File: src/rtl/operand_loader.sv
// Operand entry stage ahead of the adder: captures A then B from the switches.
// Optional button debounce filter is enabled by defining OPERAND_DEBOUNCE_EN.
module operand_loader #(
    parameter int WIDTH           = 6,
    parameter int DEBOUNCE_CYCLES = 16
) (
    input  logic             clk,
    input  logic             reset_n,
    input  logic [WIDTH-1:0] sw,
    input  logic             load_btn,
    input  logic             clear_btn,
    output logic [WIDTH-1:0] A,
    output logic [WIDTH-1:0] B,
    output logic             valid,
    output logic             wait_A_LED,
    output logic             wait_B_LED,
    output logic [3:0]       pair_cnt
);

    typedef enum logic [1:0] {
        WAIT_A = 2'd0,
        WAIT_B = 2'd1,
        HOLD   = 2'd2
    } state_t;

    state_t     r_state;
    logic [1:0] r_sync1;
    logic [1:0] r_sync2;
    logic [1:0] r_prev;
    logic [1:0] w_level;
    logic [1:0] w_evt;
    logic       w_load_evt;
    logic       w_clear_evt;

    // Bit 0 carries the load button, bit 1 the clear button.
    always_ff @(posedge clk or negedge reset_n) begin
        if (!reset_n) begin
            r_sync1 <= 2'b00;
            r_sync2 <= 2'b00;
        end else begin
            r_sync1 <= {clear_btn, load_btn};
            r_sync2 <= r_sync1;
        end
    end

`ifdef OPERAND_DEBOUNCE_EN
    localparam int CW = $clog2(DEBOUNCE_CYCLES + 1);

    logic [CW-1:0] r_cnt [2];
    logic [1:0]    r_filt;

    // Level flips on the Nth consecutive cycle of disagreement.
    always_ff @(posedge clk or negedge reset_n) begin
        if (!reset_n) begin
            r_filt <= 2'b00;
            for (int i = 0; i < 2; i++) begin
                r_cnt[i] <= '0;
            end
        end else begin
            for (int i = 0; i < 2; i++) begin
                if (r_sync2[i] == r_filt[i]) begin
                    r_cnt[i] <= '0;
                end else if (r_cnt[i] == CW'(DEBOUNCE_CYCLES - 1)) begin
                    r_filt[i] <= r_sync2[i];
                    r_cnt[i]  <= '0;
                end else begin
                    r_cnt[i] <= r_cnt[i] + 1'b1;
                end
            end
        end
    end

    assign w_level = r_filt;
`else
    assign w_level = r_sync2;
`endif

    always_ff @(posedge clk or negedge reset_n) begin
        if (!reset_n) begin
            r_prev <= 2'b00;
        end else begin
            r_prev <= w_level;
        end
    end

    assign w_evt       = w_level & ~r_prev;
    assign w_load_evt  = w_evt[0];
    assign w_clear_evt = w_evt[1];

    always_ff @(posedge clk or negedge reset_n) begin
        if (!reset_n) begin
            r_state  <= WAIT_A;
            A        <= '0;
            B        <= '0;
            valid    <= 1'b0;
            pair_cnt <= 4'd0;
        end else if (w_clear_evt) begin
            r_state <= WAIT_A;
            A       <= '0;
            B       <= '0;
            valid   <= 1'b0;
        end else if (w_load_evt) begin
            case (r_state)
                WAIT_A: begin
                    A       <= sw;
                    r_state <= WAIT_B;
                end
                WAIT_B: begin
                    B        <= sw;
                    valid    <= 1'b1;
                    pair_cnt <= pair_cnt + 4'd1;
                    r_state  <= HOLD;
                end
                HOLD: begin
                    A       <= sw;
                    valid   <= 1'b0;
                    r_state <= WAIT_B;
                end
                default: begin
                    r_state <= WAIT_A;
                end
            endcase
        end
    end

    assign wait_A_LED = (r_state == WAIT_A);
    assign wait_B_LED = (r_state == WAIT_B);

endmodule

File: config.mk
export PLATFORM = sky130hd
export DESIGN_NAME = operand_loader
export DESIGN_NICKNAME = d
export VERILOG_FILES = /design/src/rtl/operand_loader.sv
export SDC_FILE = /design/constraint.sdc
export NUM_CORES = 1
export LEC_CHECK = 0
export BUFFER_PORTS_ARGS = -buffer_cell sky130_fd_sc_hd__buf_2
export CORE_MARGIN = 3
export CORE_UTILIZATION = 38
export CTS_BUF_LIST = sky130_fd_sc_hd__clkbuf_16
export CTS_CLUSTER_SIZE = 20
export DETAILED_ROUTE_END_ITERATION = 16
export RECOVER_POWER = 100
export SLEW_MARGIN = 20
export SYNTH_ARGS = -nofsm -noshare
export SYNTH_HDL_FRONTEND = slang
export SYNTH_SLANG_ARGS = --single-unit
File: constraint.sdc
create_clock -name clk -period 1.46 [get_ports clk]
set_clock_uncertainty 0.1 [all_clocks]
set_input_delay 0.146 -clock clk [delete_from_list [all_inputs] [get_ports clk]]
set_output_delay 0.146 -clock clk [all_outputs]
set_load 0.05 [all_outputs]
Yosys cells after proc, flatten, opt, wreduce, memory -nomap -nowiden
Index checks and enable logic that the tools add are counted.
- bits in registers: 25
- input port bits: 10
- output and inout port bits: 19
- logic and storage cells: 36
- add/sub/neg operators: 1
- equality and inequality tests: 2
- mux-type cells: 12
- bitwise operators: 3
- reduce and logical (&&, ||, !) cells: 10
- operator list (operator ; number):
    6-bit two-way mux ; 6
    2-bit AND reduction ; 3
    2-bit nonzero test ; 3
    4-bit by 1-bit adder with 4-bit output (second input constant) ; 1
    2-bit two-way mux ; 2
    2-bit one-hot mux with 2 select lines ; 1
    3-bit AND reduction ; 1
    3-bit nonzero test ; 1
    2-bit bitwise AND ; 1
    2-bit by 1-bit == test with 1-bit output (second input constant) ; 1
    2-bit == test (second input constant) ; 1
    2-bit logical NOT ; 1
    1-bit two-way mux ; 2
    2-bit inverter ; 1
    1-bit one-hot mux with 2 select lines ; 1
    2-bit OR reduction ; 1
    1-bit inverter ; 1

Longest topological paths before layout
Gate-level depths: netlist of the first run.
- depth after elaboration: 5
- gate-level depth with buffers: 4
- mapped depth without buffers: 3

Worst setup path before layout of the first run
Ideal clock, no wire load.
- path kind: reg2out
- from: register r_state[0]
- to: output port wait_A_LED
- arrival: 1.224 ns
- required time: 1.214 ns
- setup slack: -0.010 ns
- stages on the path, launching flop included: 3
- path buffers: 1
- path through: dfrtp_1 -> clkbuf_1 -> nor2_1
- word-level cells in the longest chain between the ends: 1
- ends and longest elaborated chain (element ; line ; source):
    start, declared ; 26 ; state_t r_state;
    start signal, assigned ; 92 ; r_state <= WAIT_A;
    start signal, assigned ; 98 ; r_state <= WAIT_A;
    start signal, assigned ; 106 ; r_state <= WAIT_B;
    2-bit logical NOT ; 126 ; assign wait_A_LED = (r_state == WAIT_A);
    end, declared ; 15 ; output logic wait_A_LED,
Every way passes these cells.

Worst setup path after layout of the first run
- from: register r_state[0]
- to: output port wait_B_LED
- word-level cells in the longest chain between the ends: 1
- ends and longest elaborated chain (element ; line ; source):
    2-bit by 1-bit == test with 1-bit output ; 127 ; assign wait_B_LED = (r_state == WAIT_B);
    end, declared ; 16 ; output logic wait_B_LED,
Every way passes these cells.

==> results.yml, run 1 <==
timing:
  fin_crit_sh_pct: 96.2
  maxSlewHeadroom_pct: 59.7
  setup_viol_count_final: 0
  period_minus_slack_ns: 1.40
  fmax_ghz: 0.712
  slew_viol_final: 0
  grt_setup_unrepaired: "false"
  finalHoldViolCount: 0
  setup_slack_ns: 0.0554
  final.setup.tns_ns: 0
  worst-slew-pin-transition_ns: 0.605
setup_path:
  cp.required_ns: 1.21
  worstSetupPathType: "register to output pin"
  end_kind: "output pin"
  rrSetupSlack_ns: 0.08
  crit_arrival_ns: 1.16
  start_kind: "register"
  cp_max_fo: 5
global_route:
  track_usage_pct: 13.0
  grt_pass1_wl_um: 3290
  grt_pass1_vias: 724
  grt_overflow_total: 0
  grt_antenna_before_repair: 0
  grt_max_degree: 26
place:
  place_area_um2: 1230
  gp_congestion: 0.687
  io_buffers: 28
  hpwl_um: 1520
  dp_slack_ns: 0.0813
  dp_cells: 151
clocking:
  cts-root-buf: "clkbuf_16"
  cts_tree: "done"
  cts_buffers: 3
  insertion_delay_ns: 0.25
  clk_pin_slew_ns: 0.06
  cts_htree_levels: 1
  cts_buffer_depth: 2
  clock-sinks: 25
hold_path:
  min_path_type: "input pin to register"
synthesis:
  ys_ff_latch: 25
  yosysWarnings: 0
  ys_seq_area_share_pct: 62.6
  synth_area_per_cell_um2: 11.1
  netlist_instances: 90
  postSynth.asyncResetShare_pct: 100
  synth_cell_types: 25
  syn_area_um2: 1000
  yosys.area.top_type: "dfrtp_1"
  post-synth-top-count-cell: "dfrtp_1"
  synth-edff-count: 0
  synth_area_leaders: "dfrtp_1 (63%), a21oi_1 (7.0%), nand2_1 (6.8%), o21ai_0 (3.0%), xnor2_1 (1.8%)"
  synth_top_area_share_pct: 62.6
  synth_common_cells: "dfrtp_1 (25), nand2_1 (18), a21oi_1 (14)"
  synth_nets: 101
  ys.flop_type: "dfrtp_1"
routing:
  drc: 0
  drt_pass1_iterations: 4
  wirelength_um: 2000
  vias: 772
  drt_iter0_drc: 21
  wl_per_cell_um: 12.5
  ant_nets: 0
  vias_per_cell: 4.86
power:
  p_per_area_nw_per_um2: 1680
  ir_drop_uv: 1070
  p_leak_uw: 0.000629
die:
  die_y_um: 57.3
  core-area_um2: 2360
  dieWidth_um: 57.3
  ios: 29
  placementRows: 17
  die_area_um2: 3280
  start_util_pct: 42.3
final_layout:
  syn_to_final_growth_pct: 32.5
  fin_cells: 159
  antenna_cells: 0
  drive_above_1_share_pct: 27.5
  nFillCells: 205
  fin_nets: 143
  finalInstanceArea_um2: 1330
status:
  run_status: "finished, final reports clean"
job:
  maxCapViolCount: 0
[what timing repair did]
item                                    in CTS  in global routing
hold buffers                                 3                  0
gates resized for setup                      1                  2
endpoints found under the setup margin       1                  5
setup buffers                                1                  0
hold endpoints to repair                    27                  0
gates cloned                                 0                  0
[state kept, by name, summed over array words and instances (netlist names)]
| signal | cells |
|---|---|
| r_state | 2 |
| B | 6 |
| valid | 1 |
| A | 6 |
| pair_cnt | 4 |
| r_sync1 | 2 |
| r_sync2 | 2 |
| r_prev | 2 |
[layer usage]
layer  routed length [um]  up-vias  share of wire, %  global-route usage, %
met5                    0        -                 0                      0
met2                  934       20                47                   21.0
li1                     -      386                 -                      -
met4                   12        0              0.60                   3.97
met3                  130        2               6.5                   5.43
met1                  918      364                46                   15.9
[worst paths after layout]
path,from,depth (start not counted),to
worst max-delay path,r_state[0]$_DFFE_PN0P_,3,wait_B_LED
worst min-delay path,sw[0],3,A[0]$_DFFE_PN0P_
worst max register to register,r_prev[0]$_DFF_PN0_,3,pair_cnt[1]$_DFFE_PN0P_
worst min register to register,r_sync1[0]$_DFF_PN0_,0,r_sync2[0]$_DFF_PN0_
max in group asynchronous,reset_n,2,r_prev[1]$_DFF_PN0_
min in group asynchronous,reset_n,2,r_sync1[1]$_DFF_PN0_
[final cells by class]
type	instances	area (um2)	share of cell area, %
Clock buffer	3	75.1	5.67
Clock inverter	1	3.75	0.283
Inverter	1	3.75	0.283
Multi-Input combinational cell	58	335	25.3
Sequential cell	25	626	47.2
Tap cell	28	35.0	2.64
Timing Repair Buffer	43	246	18.6
[cells in the final DEF (no fill, tap or decap), types with 2 or more instances in the layout]
cell	n
xnor2_1	2
nor2_1	2
dlygate4sd3_1	3
clkbuf_1	12
dfrtp_1	25
xor2_1	2
buf_2	9
inv_1	2
buf_4	10
o21ai_0	6
a21oi_1	14
nand2_1	18
clkbuf_2	8
clkbuf_16	3
[per-stage QoR]
| stage | hold WS (ns) | total power [uW] | util, % |
|---|---|---|---|
| 6_report | 0.0339 | 2220 | 56.1 |
| 2_1_floorplan | -0.250 | 1440 | - |
| 5_1_grt | 0.0397 | 2330 | 56.1 |
| 4_1_cts | 0.0301 | 2260 | 57.0 |
| 3_5_place_dp | 0.0630 | 1660 | 52.0 |
| 3_3_place_gp | 0.0610 | 1650 | 52.0 |
[report_power, final]
| group | internal, uW | total, uW | switching (uW) |
|---|---|---|---|
| sequential | 799 | 884 | 84.6 |
| clock | 365 | 576 | 211 |
| combinational | 220 | 760 | 540 |
[cell families (layout without fill, tap and decap cells)]
logic type / after synthesis / after routing / synth area share [%]
flops: 25 / 25 / 62.6
xor+xnor: 4 / 4 / 3.51
fa+ha+maj: 1 / 1 / 1.25
buf+inv: 7 / 48 / 3.63
mux: 1 / 1 / 1.50
simple gates: 31 / 31 / 16.8
compound gates: 21 / 21 / 10.8
[critical path, stage by stage (launching register included)]
cell     delay (ns)
dfrtp_1        0.41
buf_4          0.16
and2b_2        0.19
buf_6          0.15
Power figures use the tool's default switching activity.
==> inputs of run 2 (changes only) <==
--- a/config.mk
+++ b/config.mk
@@ -11,6 +11,7 @@
 export CTS_BUF_LIST = sky130_fd_sc_hd__clkbuf_16
 export CTS_CLUSTER_SIZE = 20
 export DETAILED_ROUTE_END_ITERATION = 16
+export MAX_ROUTING_LAYER = met4
 export RECOVER_POWER = 100
 export SLEW_MARGIN = 20
 export SYNTH_ARGS = -nofsm -noshare
==> results.yml, run 2 (synthesized netlist as in run 1, its figures left out) <==
power:
  p_leak_uw: 0.000629
  total_power_uw: 2220
  p_per_area_nw_per_um2: 1680
  ir_drop_uv: 1070
clocking:
  cts_buffers: 3
  clock-sinks: 25
  cts_tree: "done"
  insertion_delay_ns: 0.25
  cts-root-buf: "clkbuf_16"
  cts_buffer_depth: 2
  cts_htree_levels: 1
  clk_pin_slew_ns: 0.06
timing:
  setup_viol_count_final: 0
  fin_crit_sh_pct: 96.2
  finalHoldViolCount: 0
  grt_setup_unrepaired: "false"
  fmax_ghz: 0.712
  period_minus_slack_ns: 1.40
  final.setup.tns_ns: 0
  slew_viol_final: 0
  maxSlewHeadroom_pct: 59.7
  worst-slew-pin-transition_ns: 0.605
final_layout:
  top_regs: "A x6, B x6, pair_cnt x4"
  final_util_pct: 56.1
  nFillCells: 205
  antenna_cells: 0
  final_cell_mix: "dfrtp_1 (25), nand2_1 (18), a21oi_1 (14)"
  fin_nets: 143
  drive_above_1_share_pct: 27.5
  layout_commonest_cell: "dfrtp_1"
  syn_to_final_growth_pct: 32.5
place:
  io_buffers: 28
  gp_congestion: 0.694
  hpwl_um: 1520
global_route:
  grt_antenna_before_repair: 0
  track_usage_pct: 13.4
  grt_pass1_wl_um: 3290
  grt_overflow_total: 0
  grt_pass1_vias: 724
  grt_max_degree: 26
setup_path:
  crit_arrival_ns: 1.16
  crit_chain: "buf_4, and2b_2, buf_6"
  worstSetupPathType: "register to output pin"
  timing.critical_path.buf_inv: 2
  cp.required_ns: 1.21
  cpLargestDelayFamily: "flip-flops"
  start_kind: "register"
  slowest_delay_ns: 0.41
  cp_max_fo: 5
  end_kind: "output pin"
  worst_path_max_delay_cell: "dfrtp_1"
routing:
  drt_pass1_iterations: 4
  drt_iter0_drc: 21
  vias_per_cell: 4.86
  wl_per_cell_um: 12.6
  vias: 772
  ant_nets: 0
  wirelength_um: 2000
  drc: 0
status:
  run_status: "finished, final reports clean"
hold_path:
  min_path_type: "input pin to register"
die:
  ios: 29
  die_area_um2: 3280
  placementRows: 17
  die_y_um: 57.3
  core-area_um2: 2360
  dieWidth_um: 57.3
  start_util_pct: 42.3
job:
  maxCapViolCount: 0
## run 2: tightest hold or removal path: stages
cell and delay [ns]:
buf_2 0.10, nand2_1 0.05, a21oi_1 0.05
## run 2: final cells by class
| type | count | area (um2) | area share [%] |
|---|---|---|---|
| clock buffer | 3 | 75.1 | 5.67 |
| clock inverter | 1 | 3.75 | 0.283 |
| inverter | 1 | 3.75 | 0.283 |
| multi-input combinational | 58 | 335 | 25.3 |
| sequential | 25 | 626 | 47.2 |
| tap | 28 | 35.0 | 2.64 |
| timing repair buffer | 43 | 246 | 18.6 |
## run 2: per-layer routing
layer / GRT usage (%) / wire length (um)
met3: 4.98 / 112
met5: - / 0
met4: 3.97 / 12
met1: 16.2 / 937
met2: 21.0 / 935
## run 2: worst paths after layout
kind	from	endpoint	slack [ns]	depth (start not counted)
setup / recovery	r_state[0]$_DFFE_PN0P_	wait_B_LED	0.06	3
hold / removal	sw[0]	A[0]$_DFFE_PN0P_	0.03	3
setup reg to reg	r_prev[0]$_DFF_PN0_	pair_cnt[1]$_DFFE_PN0P_	0.08	3
hold reg to reg	r_sync1[0]$_DFF_PN0_	r_sync2[0]$_DFF_PN0_	0.25	0
max in group asynchronous	reset_n	r_prev[1]$_DFF_PN0_	0.52	2
min in group asynchronous	reset_n	r_sync1[1]$_DFF_PN0_	0.33	2
## run 2: timing repair
action / in CTS / in global routing
buffers inserted: 1 / 0
setup endpoints to repair: 1 / 5
gates cloned: 0 / 0
hold endpoints to repair: 27 / 0
resized for setup: 1 / 2
hold buffers: 3 / 0
## run 2: power by group
| part | leakage [uW] | total, uW | switching [uW] | internal (uW) |
|---|---|---|---|---|
| logic | 0.000265 | 760 | 540 | 220 |
| registers | 0.000322 | 884 | 84.6 | 799 |
| clock network | 0.0000423 | 576 | 211 | 365 |
| total | 0.000629 | 2220 | 836 | 1380 |
## run 2: through the flow
stage          area, um2  worst slack (ns)  hold slack, ns  instances
5_1_grt             1330           0.00607          0.0397        159
4_1_cts             1350            0.0196          0.0301        159
6_report            1330            0.0554          0.0339        159
3_5_place_dp        1230            0.0813          0.0630        151
3_3_place_gp        1230             0.129          0.0610        151
2_1_floorplan       1000            0.0127          -0.250         90
==> inputs of run 3 (changes only) <==
--- a/config.mk
+++ b/config.mk
@@ -5,7 +5,7 @@
 export SDC_FILE = /design/constraint.sdc
 export NUM_CORES = 1
 export LEC_CHECK = 0
-export BUFFER_PORTS_ARGS = -buffer_cell sky130_fd_sc_hd__buf_2
+export BUFFER_PORTS_ARGS = -buffer_cell sky130_fd_sc_hd__buf_4
 export CORE_MARGIN = 3
 export CORE_UTILIZATION = 38
 export CTS_BUF_LIST = sky130_fd_sc_hd__clkbuf_16
==> results.yml, run 3 (synthesized netlist as in run 1, its figures left out) <==
routing:
  drt_pass1_iterations: 4
  vias: 751
  drt_iter0_drc: 6
  vias_per_cell: 4.78
  ant_nets: 0
  wirelength_um: 2070
  drc: 0
  wl_per_cell_um: 13.2
final_layout:
  fin_nets: 141
  top_regs: "A x6, B x6, pair_cnt x4"
  final_cell_mix: "dfrtp_1 (25), nand2_1 (18), clkbuf_2 (18)"
  nFillCells: 216
  finalInstanceArea_um2: 1370
  drive_above_1_share_pct: 38.0
  layout_commonest_cell: "dfrtp_1"
  syn_to_final_growth_pct: 36.9
  antenna_cells: 0
setup_path:
  worst_r2r_endpoint: "pair_cnt[1]$_DFFE_PN0P_"
  reg2reg_from: "r_state[0]$_DFFE_PN0P_"
  worstSetupPathType: "register to output pin"
  slowest_delay_ns: 0.40
  worst_path_max_delay_cell: "dfrtp_1"
  r2r_cells: 4
  end_kind: "output pin"
  start_kind: "register"
  crit_arrival_ns: 1.19
  cp_max_fo: 9
  cp.required_ns: 1.21
  rrSetupSlack_ns: 0.04
  crit_chain: "buf_4, and2b_2, buf_6"
timing:
  period_minus_slack_ns: 1.43
  maxSlewHeadroom_pct: 59.2
  setup_viol_count_final: 0
  finalHoldViolCount: 0
  fin_crit_sh_pct: 98.1
  slew_viol_final: 0
  fmax_ghz: 0.698
  worst-slew-pin-transition_ns: 0.612
die:
  ios: 29
  start_util_pct: 42.3
  die_y_um: 57.3
  die_area_um2: 3280
  core-area_um2: 2360
  placementRows: 17
  dieWidth_um: 57.3
clocking:
  cts_tree: "done"
  cts-root-buf: "clkbuf_16"
  cts_buffers: 3
  insertion_delay_ns: 0.26
  clock-sinks: 25
  clk_pin_slew_ns: 0.06
  cts_htree_levels: 1
  cts_buffer_depth: 2
place:
  io_buffers: 28
  hpwl_um: 1490
  gp_congestion: 0.725
  place_area_um2: 1280
global_route:
  grt_max_degree: 26
  track_usage_pct: 13.9
  grt_antenna_before_repair: 0
  grt_overflow_total: 0
  grt_pass1_wl_um: 3390
  grt_pass1_vias: 749
power:
  p_per_area_nw_per_um2: 1650
  ir_drop_uv: 1010
  clkPwrFrac_pct: 26.5
  p_leak_uw: 0.000671
  total_power_uw: 2260
  comb_power_share_pct: 34.7
  switching_power_uw: 856
  power_frac_seq_pct: 38.8
  internal_power_uw: 1410
  switching_share_pct: 37.8
status:
  run_status: "finished, final reports clean"
hold_path:
  whs_endpoint: "B[5]$_DFFE_PN0P_"
  min_from: "sw[5]"
  min_path_type: "input pin to register"
  holdPathStages: 3
job:
  maxCapViolCount: 0
## run 3: repair_timing
| action | CTS | global route |
|---|---|---|
| hold buffers | 3 | 0 |
| endpoints found under the hold margin | 27 | 0 |
| resized for setup | 0 | 3 |
| endpoints found under the setup margin | 1 | 3 |
| buffers inserted | 1 | 0 |
## run 3: routing by layer
metal | wire length, um | up-vias | track usage (%) | share of wire [%]
li1 | - | 375 | - | -
met5 | 0 | - | - | 0
met2 | 948 | 19 | 21.2 | 46
met1 | 975 | 352 | 17.0 | 47
met3 | 112 | 5 | 5.20 | 5.4
met4 | 34 | 0 | 4.97 | 1.6
## run 3: worst max path at each step
stage / start / end / slack [ns] / cells past startpoint
finish: r_state[0]$_DFFE_PN0P_ / wait_B_LED / 0.03 / 3
global route: r_state[0]$_DFFE_PN0P_ / pair_cnt[1]$_DFFE_PN0P_ / -0.002 / 4
CTS: r_state[0]$_DFFE_PN0P_ / wait_B_LED / 0.01 / 3
detailed placement: r_sync2[1]$_DFF_PN0_ / pair_cnt[1]$_DFFE_PN0P_ / 0.09 / 3
global placement: r_prev[0]$_DFF_PN0_ / B[0]$_DFFE_PN0P_ / 0.13 / 4
floorplan: pair_cnt[0]$_DFFE_PN0P_ / pair_cnt[1]$_DFFE_PN0P_ / 0.01 / 2
## run 3: power by group through the flow
stage / combinational, uW / clock (uW) / sequential (uW)
6_report: 785 / 599 / 879
5_1_grt: 830 / 641 / 893
4_1_cts: 841 / 618 / 879
3_5_place_dp: 820 / 0 / 896
3_3_place_gp: 813 / 0 / 892
2_1_floorplan: 242 / 0 / 1190
## run 3: critical path, delay by kind of cell (launching register included)
| kind | cells | cell delay (ns) |
|---|---|---|
| AND/OR/NAND/NOR | 1 | 0.20 |
| buffers and inverters | 2 | 0.33 |
| flip-flops | 1 | 0.40 |
## run 3: layout make-up
type	count	area, um2	area share, %
Clock inverter	1	5.00	0.366
Timing Repair Buffer	41	274	20.0
Clock buffer	3	75.1	5.48
Multi-Input combinational cell	58	350	25.6
Sequential cell	25	626	45.7
Inverter	1	3.75	0.274
Tap cell	28	35.0	2.56
## run 3: stage by stage
step / cells / util, % / TNS [ns] / setup slack (ns) / hold WS, ns
global placement: 149 / 54.3 / 0 / 0.133 / -0.0359
global route: 157 / 58.0 / -0.00229 / -0.00229 / 0.0448
CTS: 157 / 59.3 / 0 / 0.0122 / 0.0329
finish: 157 / 58.0 / 0 / 0.0280 / 0.0323
floorplan: 90 / - / 0 / 0.0127 / -0.250
detailed placement: 149 / 54.3 / 0 / 0.0884 / -0.0314
